--- src/rtl/reg_readback_unit_pkg.sv ---
// reg_readback_unit_pkg: shared sizes and FSM state encoding for the register readback engine.
package reg_readback_unit_pkg;
    localparam int DATA_WIDTH_DEF = 32;
    localparam int ADDR_WIDTH_DEF = 5;
    localparam int NUM_REGS_DEF   = 32;

    typedef enum logic [2:0] {
        IDLE    = 3'd0,
        ISSUE   = 3'd1,
        CAPTURE = 3'd2,
        SEND    = 3'd3,
        FINISH  = 3'd4
    } state_t;
endpackage

--- src/rtl/readback_out_reg.sv ---
// readback_out_reg: load-enabled holding register for the outgoing word and its address.
module readback_out_reg #(
    parameter int W = 37
) (
    input  logic         clk_i,
    input  logic         rst_i,
    input  logic         en_i,
    input  logic [W-1:0] d_i,
    output logic [W-1:0] q_o
);
    logic [W-1:0] data_q;

    always_ff @(posedge clk_i) begin
        if (rst_i)     data_q <= '0;
        else if (en_i) data_q <= d_i;
    end

    assign q_o = data_q;
endmodule

--- src/rtl/reg_readback_unit.sv ---
// reg_readback_unit: walks a wrap-around register range through a 1-cycle read port
// and streams each word with its address over a valid/ready channel.
module reg_readback_unit
    import reg_readback_unit_pkg::*;
#(
    parameter int DATA_WIDTH = DATA_WIDTH_DEF,
    parameter int ADDR_WIDTH = ADDR_WIDTH_DEF,
    parameter int NUM_REGS   = NUM_REGS_DEF
) (
    input  logic                  clk_i,
    input  logic                  reset_i,
    input  logic                  start_i,
    input  logic [ADDR_WIDTH-1:0] first_addr_i,
    input  logic [ADDR_WIDTH:0]   count_i,
    output logic                  busy_o,
    output logic                  done_o,
    output logic                  rd_en_o,
    output logic [ADDR_WIDTH-1:0] rd_addr_o,
    input  logic [DATA_WIDTH-1:0] rd_data_i,
    output logic                  out_valid_o,
    input  logic                  out_ready_i,
    output logic [DATA_WIDTH-1:0] out_data_o,
    output logic [ADDR_WIDTH-1:0] out_addr_o
);
    localparam logic [ADDR_WIDTH:0] MAX_CNT = (ADDR_WIDTH+1)'(NUM_REGS);
    localparam logic [ADDR_WIDTH:0] ONE     = (ADDR_WIDTH+1)'(1);

    state_t                state_q, state_d;
    logic [ADDR_WIDTH-1:0] cur_q, cur_d;
    logic [ADDR_WIDTH:0]   rem_q, rem_d;
    logic [ADDR_WIDTH:0]   n;
    logic                  hs;

    assign n  = count_i > MAX_CNT ? MAX_CNT : count_i;
    assign hs = state_q == SEND && out_ready_i;

    always_comb begin
        state_d = state_q;
        cur_d   = cur_q;
        rem_d   = rem_q;
        case (state_q)
            IDLE: if (start_i) begin
                state_d = n == '0 ? FINISH : ISSUE;
                cur_d   = first_addr_i;
                rem_d   = n;
            end
            ISSUE:   state_d = CAPTURE;
            CAPTURE: state_d = SEND;
            SEND: if (hs) begin
                state_d = rem_q == ONE ? FINISH : ISSUE;
                cur_d   = cur_q + 1'b1;
                rem_d   = rem_q - ONE;
            end
            default: state_d = IDLE;
        endcase
    end

    always_ff @(posedge clk_i) begin
        if (reset_i) begin
            state_q <= IDLE;
            cur_q   <= '0;
            rem_q   <= '0;
        end else begin
            state_q <= state_d;
            cur_q   <= cur_d;
            rem_q   <= rem_d;
        end
    end

    // The word register loads on the CAPTURE edge, when the bank data from ISSUE is on rd_data_i.
    readback_out_reg #(.W(DATA_WIDTH + ADDR_WIDTH)) u_out_reg (
        .clk_i (clk_i),
        .rst_i (reset_i),
        .en_i  (state_q == CAPTURE),
        .d_i   ({rd_data_i, cur_q}),
        .q_o   ({out_data_o, out_addr_o})
    );

    assign busy_o      = state_q != IDLE;
    assign done_o      = state_q == FINISH;
    assign rd_en_o     = state_q == ISSUE;
    assign rd_addr_o   = cur_q;
    assign out_valid_o = state_q == SEND;
endmodule

--- config.mk ---
export PLATFORM = sky130hd
export DESIGN_NAME = reg_readback_unit
export DESIGN_NICKNAME = d
export VERILOG_FILES = /design/src/rtl/reg_readback_unit_pkg.sv /design/src/rtl/readback_out_reg.sv /design/src/rtl/reg_readback_unit.sv
export SDC_FILE = /design/constraint.sdc
export NUM_CORES = 1
export LEC_CHECK = 0
export BUFFER_PORTS_ARGS = -buffer_cell sky130_fd_sc_hd__buf_4
export CORE_AREA = 10 10 70 95
export CTS_BUF_LIST = sky130_fd_sc_hd__clkbuf_4 sky130_fd_sc_hd__clkbuf_8
export DETAILED_ROUTE_END_ITERATION = 6
export DIE_AREA = 0 0 80 105
export PLACE_DENSITY = 0.8
export SYNTH_ARGS = -nofsm -noshare
export SYNTH_HDL_FRONTEND = slang
export SYNTH_HIERARCHICAL = 1
export SYNTH_SLANG_ARGS = --single-unit
export TNS_END_PERCENT = 50
--- constraint.sdc ---
create_clock -name clk_i -period 3.4 [get_ports clk_i]
set_clock_uncertainty 0.2 [all_clocks]
set_input_delay 0 -clock clk_i [delete_from_list [all_inputs] [get_ports clk_i]]
set_output_delay 0 -clock clk_i [all_outputs]
set_load 0.02 [all_outputs]
==> impl_metrics.toml, run 1 <==
[floorplanning]
std_cell_rows = 30
floorplan.die.height_um = 105
boundaryPins = 93
dieWidth_um = 80
initial_core_util_pct = 46.4
core_region_area_um2 = 4880
die_area_um2 = 8400

[worst_setup_path]
slowest_stage = "dlygate4sd3_1"
cp_slowest_stage_delay_ns = 0.59
worstPathRequired_ns = 3.39
setup.worst_path.end_class = "register"
startpoint_type = "register"
crit_chain = "nor3b_2 -> buf_4 -> mux2i_1 -> nor2_1 -> dlygate4sd3_1"
cp.arrival_ns = 2.61
setup_cp_type = "reg2reg"
timing.critical_path.fanout_max = 37

[sta]
fin_crit_ns = 2.62
rsz0062_at_grt = "false"
drv_slew = 0
timing.final.hold_violations = 0
fin_crit_sh_pct = 77.0
worst_slew_margin_rel_pct = 58.0
fin_tns_setup_ns = 0
fmax_ghz = 0.382
tightest_slew_ns = 0.630
setup_viol_count_final = 0

[final_layout]
drive_gt1_share_pct = 27.2
filler_cell_count = 314
layout.cells.most_common = "buf_4"
antenna_cells_inserted = 0
nets_final = 451
final_cell_mix = "buf_4 (93), dlygate4sd3_1 (81), dfxtp_1 (51), nor2_1 (47), mux2i_1 (37)"
area_delta_synth_final_pct = 68.2
fin_area_um2 = 3810

[clocking]
root_buffer = "clkbuf_8"
cts_sinks = 51
clkLatencyLatePin_ns = 0.30
htreeDepth = 2
cts_resized = 0
cts_tree = "built"
clock_path_buffers = 2
clk_pin_slew_worst_paths_ns = 0.09
cts_made_buffers = 5

[yosys]
synth_enable_flop_cells = 0
postSynth.asyncResetShare_pct = 0
syn-num-nets = 286
yosys_register_bits = 51
syn_area_um2 = 2260
number_of_distinct_library_cell_variants_in_the_gate_level_netlist_after_synthesis = 36
synthesis.area_per_instance_um2 = 9.60
synth-seq-area-share_pct = 45.1
synthCells = 236
ys.warnings.count = 6
postSynth.topFlopCell = "dfxtp_1"

[grt]
largest_net_degree_at_the_start_of_global_routing = 52
overflow = 0
grt_antenna_before_repair = 0
grt_pass1_wl_um = 13200
grt_use_total_pct = 19.4
vias_in_the_first_global_route = 2433

[detailed_routing]
via_count = 2350
antenna_violating_nets_post_route = 0
routed_wl_um = 8130
drt-vias-per-instance = 5.05
drc = 0
drt_first_iter_violations = 97
detail_route.first_pass.iterations = 4
detail_route.wl_per_cell_um = 17.5

[pwr]
cell_internal_pwr_mw = 1.05
power.sequential.fraction_pct = 45.9
ir_worst_vdd_mv = 0.229
switching_portion_of_total_power_pct = 28.1
net-switching-power_mw = 0.409
clockPowerShare_pct = 28.4
power-per-cell-area_nw_per_um2 = 383
power_leakage_nw = 1.74
combPwrFrac_pct = 25.7

[placement]
numPortBuffers = 92
dpl.hpwl_um = 4270
place.gp.congestion = 0.834
placed_area_um2 = 2890

[status]
run_status = "complete, no violations"

[run]
max_capacitance_violation_count = 0

[min_path]
min-delay-path-class = "in2reg"
-- path summary, 6_finish.rpt --
kind                                 from  slack (ns)                            end  depth (start not counted)
setup / recovery  state_q[1]$_SDFFE_PP0P_        0.78  u_out_reg/q_o[7]$_SDFFE_PP0P_                          5
hold / removal                    start_i        0.01        state_q[2]$_SDFFE_PP0P_                          4
setup reg to reg  state_q[1]$_SDFFE_PP0P_        0.78  u_out_reg/q_o[7]$_SDFFE_PP0P_                          5
hold reg to reg     rem_q[5]$_SDFFE_PP0P_        0.30          rem_q[5]$_SDFFE_PP0P_                          2
-- metal layers --
layer / share of wire, % / vias to the layer above / track usage [%] / wire length (um)
met1: 41 / 1100 / 22.9 / 3300
met5: 0 / - / 0 / 0
met4: 0.76 / 0 / 3.79 / 62
met3: 8.1 / 6 / 5.49 / 655
li1: - / 1143 / - / -
met2: 51 / 101 / 33.4 / 4110
-- synth_stat cells (5+ instances only) --
cell type | instances | area, um2
a21oi_1 | 9 | 45.0
and2_1 | 6 | 37.5
and3_1 | 6 | 37.5
dfxtp_1 | 51 | 1020
mux2i_1 | 37 | 370
nand2_1 | 6 | 22.5
nand3_1 | 5 | 25.0
nor2_1 | 47 | 176
nor3_1 | 5 | 25.0
o21ai_1 | 14 | 70.1
-- timing repair --
| action | 4_1_cts | 5_1_grt |
|---|---|---|
| hold buffers | 81 | 0 |
| endpoints found under the hold margin | 51 | 0 |
| setup buffers | 0 | 0 |
-- registers in the layout (all words and copies together), names as in the netlist --
signal,flops
u_out_reg/q_o,37
rem_q,6
rd_addr_o,5
state_q,3
-- logic make-up (layout without fill, tap and decap cells) --
| kind of cell | Yosys count | after routing | share of synthesized area [%] |
|---|---|---|---|
| AO/OA/AOI/OAI | 33 | 33 | 8.78 |
| adder cells (fa/ha/maj) | 3 | 3 | 1.66 |
| flip-flops | 51 | 51 | 45.1 |
| AND/OR/NAND/NOR | 91 | 91 | 20.4 |
| buffers and inverters | 21 | 186 | 7.73 |
| multiplexers | 37 | 37 | 16.4 |
-- per-stage QoR --
step / cells / power (mW) / hold WS, ns / worst slack, ns / util [%]
after floorplan: 236 / 0.862 / -0.132 / 1.85 / -
after global placement: 377 / 0.956 / 0.0321 / 1.49 / 59.3
after detailed placement: 377 / 0.962 / 0.0447 / 1.44 / 59.3
after CTS: 465 / 1.44 / 0.0257 / 0.878 / 78.1
after global routing: 465 / 1.51 / 0.109 / 0.628 / 78.1
final: 465 / 1.46 / 0.0129 / 0.781 / 78.1
-- power by group through the flow --
stage	clock (mW)	combinational (mW)	sequential, mW
CTS	0.414	0.360	0.664
global route	0.438	0.403	0.674
global placement	0	0.279	0.677
detailed placement	0	0.284	0.678
finish	0.414	0.374	0.669
floorplan	0	0.159	0.704
-- worst max-delay path, delay by kind of cell, from the launching register on --
family,cells,cell delay (ns)
flops,1,0.56
buf+inv,2,1.13
mux,1,0.29
simple gates,2,0.31
-- cell type report --
class,instances,area (um2),area share (%)
clock buffers,5,68.8,1.81
repair buffers,174,1510,39.6
well taps,64,80.1,2.10
multi-input cells,164,1070,28.2
clock inverters,2,37.5,0.986
flip-flops and latches,51,1020,26.8
inverters,5,18.8,0.493
No activity file was read; power rests on OpenSTA's default activity.
==> run 2, diff against run 1 <==
ABC_AREA = 1   (was not set)
CORE_AREA = 10 10 73 99   (was 10 10 70 95)
DIE_AREA = 0 0 83 109   (was 0 0 80 105)
PLACE_DENSITY = 0.79   (was 0.8)
clock period = 2.6 ns   (was 3.4 ns; I/O delays follow)
==> run 2 against run 1 <==
Effect of this change: sequential share of layout area rose by 0.21 points; synthesized cell count rose by 62%; combinational power rose to 4.4 times the previous value; maximum frequency rose by 15%; first-iteration DRC count rose by 79%; non-clock buffer count fell by 32; clock power rose by 16%; final cell count rose by 26%; critical path depth rose by 4; worst hold slack improved by 0.0085 ns; global-route usage fell by 3.3 points; critical path type unchanged; critical endpoint is now rem_q[3]$_SDFFE_PP0P_; largest power group is now combinational cells.
==> impl_metrics.toml, run 2 <==
[final_layout]
fin_area_um2 = 3780
layout.cells.most_common = "nand2_1"
post-route-util_pct = 69.4
area_delta_synth_final_pct = 51.1
filler_cell_count = 418
max_reg_flops = 37
antenna_cells_inserted = 0
final_cell_mix = "nand2_1 (106), nor2_1 (99), buf_4 (92), dfxtp_1 (51), inv_1 (50)"
drive_gt1_share_pct = 23.8
nets_final = 566

[detailed_routing]
drc = 0
drt_first_iter_violations = 174
detail_route.wl_per_cell_um = 12.5
via_count = 2686
antenna_violating_nets_post_route = 0
detail_route.first_pass.iterations = 4
drt-vias-per-instance = 4.59
routed_wl_um = 7320

[pwr]
power_mw = 3.33
power_leakage_nw = 1.92
power-per-cell-area_nw_per_um2 = 881
ir_worst_vdd_mv = 0.613

[sta]
drv_slew = 0
fin_crit_sh_pct = 87.3
timing.final.hold_violations = 0
tightest_slew_ns = 0.600
worst_slew_margin_rel_pct = 59.9
setup_viol_count_final = 0
fin_crit_ns = 2.27
fin_tns_setup_ns = 0
fmax_ghz = 0.441
rsz0062_at_grt = "false"

[yosys]
synth_top_cells_by_count = "nand2_1 (106), nor2_1 (99), dfxtp_1 (51)"
syn-num-nets = 432
ys.warnings.count = 6
synthCells = 382
postSynth.topFlopCell = "dfxtp_1"
number_of_distinct_library_cell_variants_in_the_gate_level_netlist_after_synthesis = 27
synth_enable_flop_cells = 0
yosys.cell_count.top_type = "nand2_1"
syn_area_um2 = 2500
yosysTopAreaCell = "dfxtp_1"
synth_top_area_share_pct = 40.8
postSynth.asyncResetShare_pct = 0
synth.area.top_cells = "dfxtp_1 (41%), nand2_1 (16%), nor2_1 (15%), inv_1 (7.5%), buf_6 (1.8%)"
synthesis.area_per_instance_um2 = 6.55
yosys_register_bits = 51
synth-seq-area-share_pct = 40.8

[worst_setup_path]
cell_with_the_most_instances_on_the_worst_path = "nand2_2"
startpoint_type = "register"
worst_r2r_startpoint = "state_q[0]$_SDFFE_PP0P_"
crit-reg2reg-capture = "rem_q[3]$_SDFFE_PP0P_"
setup_cp_type = "reg2reg"
timing.critical_path.fanout_max = 13
cp.arrival_ns = 2.33
worstPathRequired_ns = 2.66
worst-r2r-cell-count = 9
crit_chain = "nand2_2 -> nor2_4 -> nand2_2 -> nand2_2 -> inv_2 -> nand2_4 -> nand2_1 -> a21oi_2 -> dlygate4sd3_1"
cp_slowest_stage_delay_ns = 0.54
setup.worst_path.end_class = "register"
r2r_setup_slack_ns = 0.33
slowest_stage = "dlygate4sd3_1"

[clocking]
cts_tree = "built"
cts_resized = 0
htreeDepth = 2
cts_sinks = 51
clkLatencyLatePin_ns = 0.31
clock_path_buffers = 2
root_buffer = "clkbuf_8"
cts_made_buffers = 5
clk_pin_slew_worst_paths_ns = 0.10

[floorplanning]
dieWidth_um = 83
initial_core_util_pct = 45.9
std_cell_rows = 32
core_region_area_um2 = 5450
boundaryPins = 93
floorplan.die.height_um = 109
die_area_um2 = 9050

[placement]
place.gp.congestion = 0.869
dpl.hpwl_um = 4930
placed_area_um2 = 3190
numPortBuffers = 92

[min_path]
min_to = "state_q[2]$_SDFFE_PP0P_"
timing.hold.worst_path_depth = 7
worstHoldStart = "start_i"
min-delay-path-class = "in2reg"

[run]
max_capacitance_violation_count = 0

[status]
run_status = "complete, no violations"

[grt]
grt_use_total_pct = 16.0
overflow = 0
grt_antenna_before_repair = 0
vias_in_the_first_global_route = 2668
grt_pass1_wl_um = 12400
largest_net_degree_at_the_start_of_global_routing = 77
==> run 2: worst max-delay path by stage <==
stage	from	end	slack [ns]	cells past startpoint
after floorplan	state_q[1]$_SDFFE_PP0P_	u_out_reg/q_o[10]$_SDFFE_PP0P_	1.03	7
after global placement	state_q[2]$_SDFFE_PP0P_	rd_addr_o[2]$_SDFFE_PP0P_	0.92	8
after detailed placement	state_q[2]$_SDFFE_PP0P_	rd_addr_o[2]$_SDFFE_PP0P_	0.87	8
after CTS	state_q[1]$_SDFFE_PP0P_	rem_q[3]$_SDFFE_PP0P_	0.33	9
after global routing	state_q[0]$_SDFFE_PP0P_	rem_q[3]$_SDFFE_PP0P_	0.18	9
final	state_q[0]$_SDFFE_PP0P_	rem_q[3]$_SDFFE_PP0P_	0.33	9
==> run 2: kinds of logic (layout without fill, tap and decap cells) <==
| logic type | Yosys count | after routing | share of synthesized area [%] |
|---|---|---|---|
| buffers and inverters | 69 | 204 | 12.6 |
| DFF | 51 | 51 | 40.8 |
| adders and majority gates | 3 | 3 | 1.50 |
| and+or+nand+nor | 236 | 236 | 39.6 |
| AOI/OAI and AO/OA | 22 | 22 | 5.20 |
| xor gates and xnor gates | 1 | 1 | 0.350 |
==> run 2: timing repair <==
action,in CTS,in global routing
hold buffers,49,0
buffers inserted,0,0
hold endpoints to repair,46,0
==> run 2: stage by stage <==
step / setup WS [ns] / std cells / hold slack, ns
after global routing: 0.180 / 585 / 0.0878
after global placement: 0.920 / 528 / 0.0602
after CTS: 0.334 / 585 / 0.0261
final: 0.331 / 585 / 0.0214
after floorplan: 1.03 / 382 / -0.0185
after detailed placement: 0.867 / 528 / 0.0618
==> run 2: power breakdown <==
group	internal [mW]	switching (mW)	leakage, nW
Combinational	0.680	0.971	1.45
Clock	0.200	0.282	0.0502
Sequential	1.01	0.182	0.418
==> run 2: layer usage <==
metal	vias to the layer above	global-route usage, %	wire length [um]
met4	0	4.27	95
met3	7	4.55	436
li1	1406	-	-
met2	80	29.8	3740
met5	-	0	0
met1	1193	17.4	3050
==> run 2: critical path, delay by kind of cell, from the launching register on <==
| kind | cells | cell delay (ns) |
|---|---|---|
| AOI/OAI and AO/OA | 1 | 0.13 |
| buffers and inverters | 2 | 0.60 |
| DFF | 1 | 0.47 |
| and+or+nand+nor | 6 | 0.83 |
==> run 2: layout make-up <==
type                       count  area [um2]  area share, %
timing repair buffer         142        1200           31.8
clock inverter                 3        28.8          0.762
tap                           68        85.1           2.25
inverter                      54         203           5.36
multi-input combinational    262        1170           31.0
sequential                    51        1020           27.0
clock buffer                   5        68.8           1.82
==> run 3, diff against run 2 <==
CORE_AREA = 2 2 65 91   (was 10 10 73 99)
DIE_AREA = 0 0 67 93   (was 0 0 83 109)
==> run 3 against run 2 <==
Effect of this change: highest routed layer unchanged; critical path depth unchanged; critical endpoint unchanged; die area decreased by 31%; sequential cell count unchanged; count of clock-buffer cells in the layout unchanged; worst setup slack got worse by 0.021 ns; critical path type unchanged; via count increased by 0.78%; design area increased by 0.46%; first-iteration DRC count decreased by 6.3%; sequential share of layout area decreased by 0.12 points; worst hold slack improved by 0.021 ns; largest cell class unchanged.
==> impl_metrics.toml, run 3 (synthesized netlist as in run 2, its figures left out) <==
[worst_setup_path]
worst-r2r-cell-count = 9
slowest_stage = "dlygate4sd3_1"
startpoint_type = "register"
crit-reg2reg-capture = "rem_q[3]$_SDFFE_PP0P_"
worst_r2r_startpoint = "state_q[0]$_SDFFE_PP0P_"
critical-path-top-delay-family = "simple AND/OR/NAND/NOR gates"
r2r_setup_slack_ns = 0.31
path_buf_inv = 2
timing.critical_path.fanout_max = 13
worstPathRequired_ns = 2.65
crit_chain = "nand2_2 -> nor2_4 -> nand2_2 -> nand2_2 -> inv_2 -> nand2_4 -> nand2_1 -> a21oi_2 -> dlygate4sd3_1"
cp_slowest_stage_delay_ns = 0.54
cp.arrival_ns = 2.34
setup.worst_path.end_class = "register"
cell_with_the_most_instances_on_the_worst_path = "nand2_2"
setup_cp_type = "reg2reg"

[grt]
grt_pass1_wl_um = 10800
grt_util_met1_pct = 24.4
grt-busiest-layer = "met2"
largest_net_degree_at_the_start_of_global_routing = 75
global_route.usage.met2_pct = 40.8
grt_antenna_before_repair = 0
global_route.usage.met3_pct = 4.69
grt_use_total_pct = 22.2
overflow = 0
vias_in_the_first_global_route = 2507

[detailed_routing]
detail_route.wl_per_cell_um = 11.5
drc = 0
detail_route.first_pass.iterations = 5
drt_first_iter_violations = 163
antenna_violating_nets_post_route = 0
via_count = 2707
drt-vias-per-instance = 4.63
routed_wl_um = 6750

[final_layout]
drive_gt1_share_pct = 23.8
filler_cell_count = 443
antenna_cells_inserted = 0
layout.cells.most_common = "nand2_1"
area_delta_synth_final_pct = 51.8
instances_no_fill = 585
final_cell_mix = "nand2_1 (106), nor2_1 (99), buf_4 (92), dfxtp_1 (51), inv_1 (50)"
nets_final = 566
max_reg_flops = 37

[floorplanning]
die_area_um2 = 6230
std_cell_rows = 32
boundaryPins = 93
floorplan.die.height_um = 93
dieWidth_um = 67
core_region_area_um2 = 5450
initial_core_util_pct = 45.9

[run]
max_capacitance_violation_count = 0

[clocking]
htreeDepth = 2
clkLatencyLatePin_ns = 0.30
clock_path_buffers = 2
cts_sinks = 51
cts_made_buffers = 5
clk_pin_slew_worst_paths_ns = 0.09
cts_tree = "built"
root_buffer = "clkbuf_8"

[sta]
tightest_slew_ns = 0.621
fin_crit_sh_pct = 88.1
fin_tns_setup_ns = 0
setup_viol_count_final = 0
timing.hold.ws_ns = 0.0421
worst_slew_margin_rel_pct = 58.5
timing.final.hold_violations = 0
fin_crit_ns = 2.29
worst_slack_ns = 0.310
fmax_ghz = 0.437
rsz0062_at_grt = "false"
drv_slew = 0

[placement]
numPortBuffers = 92
dpl_worst_slack_ns = 0.871
dpl.hpwl_um = 4210
dpl.cell_count = 528
place.gp.congestion = 0.892

[min_path]
min-delay-path-class = "in2reg"
min_to = "state_q[2]$_SDFFE_PP0P_"
timing.hold.worst_path_depth = 7
worstHoldStart = "start_i"

[pwr]
ir_worst_vdd_mv = 0.591
power_leakage_nw = 1.92
power_mw = 3.40
power-per-cell-area_nw_per_um2 = 895

[status]
run_status = "complete, no violations"
-- run 3: cell count changes in the layout (fill, tap and decap cells not counted) --
cell        before  now
clkinv_4         2    0
inv_6            0    1
clkinvlp_4       0    1
bufinv_16        0    1
inv_8            1    0
-- run 3: cell type report --
cell class,count,area (um2),share of cell area (%)
Clock buffer,5,68.8,1.81
Clock inverter,3,46.3,1.22
Inverter,54,203,5.34
Multi-Input combinational cell,262,1170,30.9
Sequential cell,51,1020,26.9
Tap cell,68,85.1,2.24
Timing Repair Buffer,142,1200,31.6
-- run 3: stage by stage --
step,instance area (um2),util (%)
finish,3800,69.7
global route,3800,69.7
CTS,3800,69.7
detailed placement,3190,58.6
global placement,3190,58.6
floorplan,2500,-
-- run 3: what timing repair did --
action,CTS,global route
setup buffers,0,0
hold buffers,49,0
endpoints found under the hold margin,46,0
resized for setup,0,0
endpoints found under the setup margin,0,0
-- run 3: layer usage --
layer	routed length (um)	up-vias
li1	-	1401
met1	2670	1203
met2	3530	91
met3	403	12
met4	140	0
met5	0	-
-- run 3: worst reg2reg max path, cell delays in order, from the launching register on --
cell           delay [ns]
dfxtp_1              0.48
nand2_2              0.10
nor2_4               0.29
nand2_2              0.11
nand2_2              0.14
inv_2                0.07
nand2_4              0.11
nand2_1              0.08
a21oi_2              0.12
dlygate4sd3_1        0.54
-- run 3: worst max-delay path by stage --
| stage | from | endpoint | slack (ns) | depth (start not counted) |
|---|---|---|---|---|
| 6_report | state_q[0]$_SDFFE_PP0P_ | rem_q[3]$_SDFFE_PP0P_ | 0.31 | 9 |
| 5_1_grt | state_q[1]$_SDFFE_PP0P_ | rem_q[3]$_SDFFE_PP0P_ | 0.21 | 9 |
| 4_1_cts | state_q[0]$_SDFFE_PP0P_ | rem_q[3]$_SDFFE_PP0P_ | 0.34 | 9 |
| 3_5_place_dp | state_q[0]$_SDFFE_PP0P_ | rd_addr_o[2]$_SDFFE_PP0P_ | 0.87 | 9 |
| 3_3_place_gp | state_q[0]$_SDFFE_PP0P_ | rd_addr_o[2]$_SDFFE_PP0P_ | 0.93 | 9 |
| 2_1_floorplan | state_q[1]$_SDFFE_PP0P_ | u_out_reg/q_o[10]$_SDFFE_PP0P_ | 1.03 | 7 |
-- run 3: power by group --
group / total (mW) / switching [mW] / internal [mW] / leakage, nW
Combinational: 1.64 / 0.961 / 0.676 / 1.45
Clock: 0.553 / 0.263 / 0.290 / 0.0548
Sequential: 1.21 / 0.193 / 1.01 / 0.418
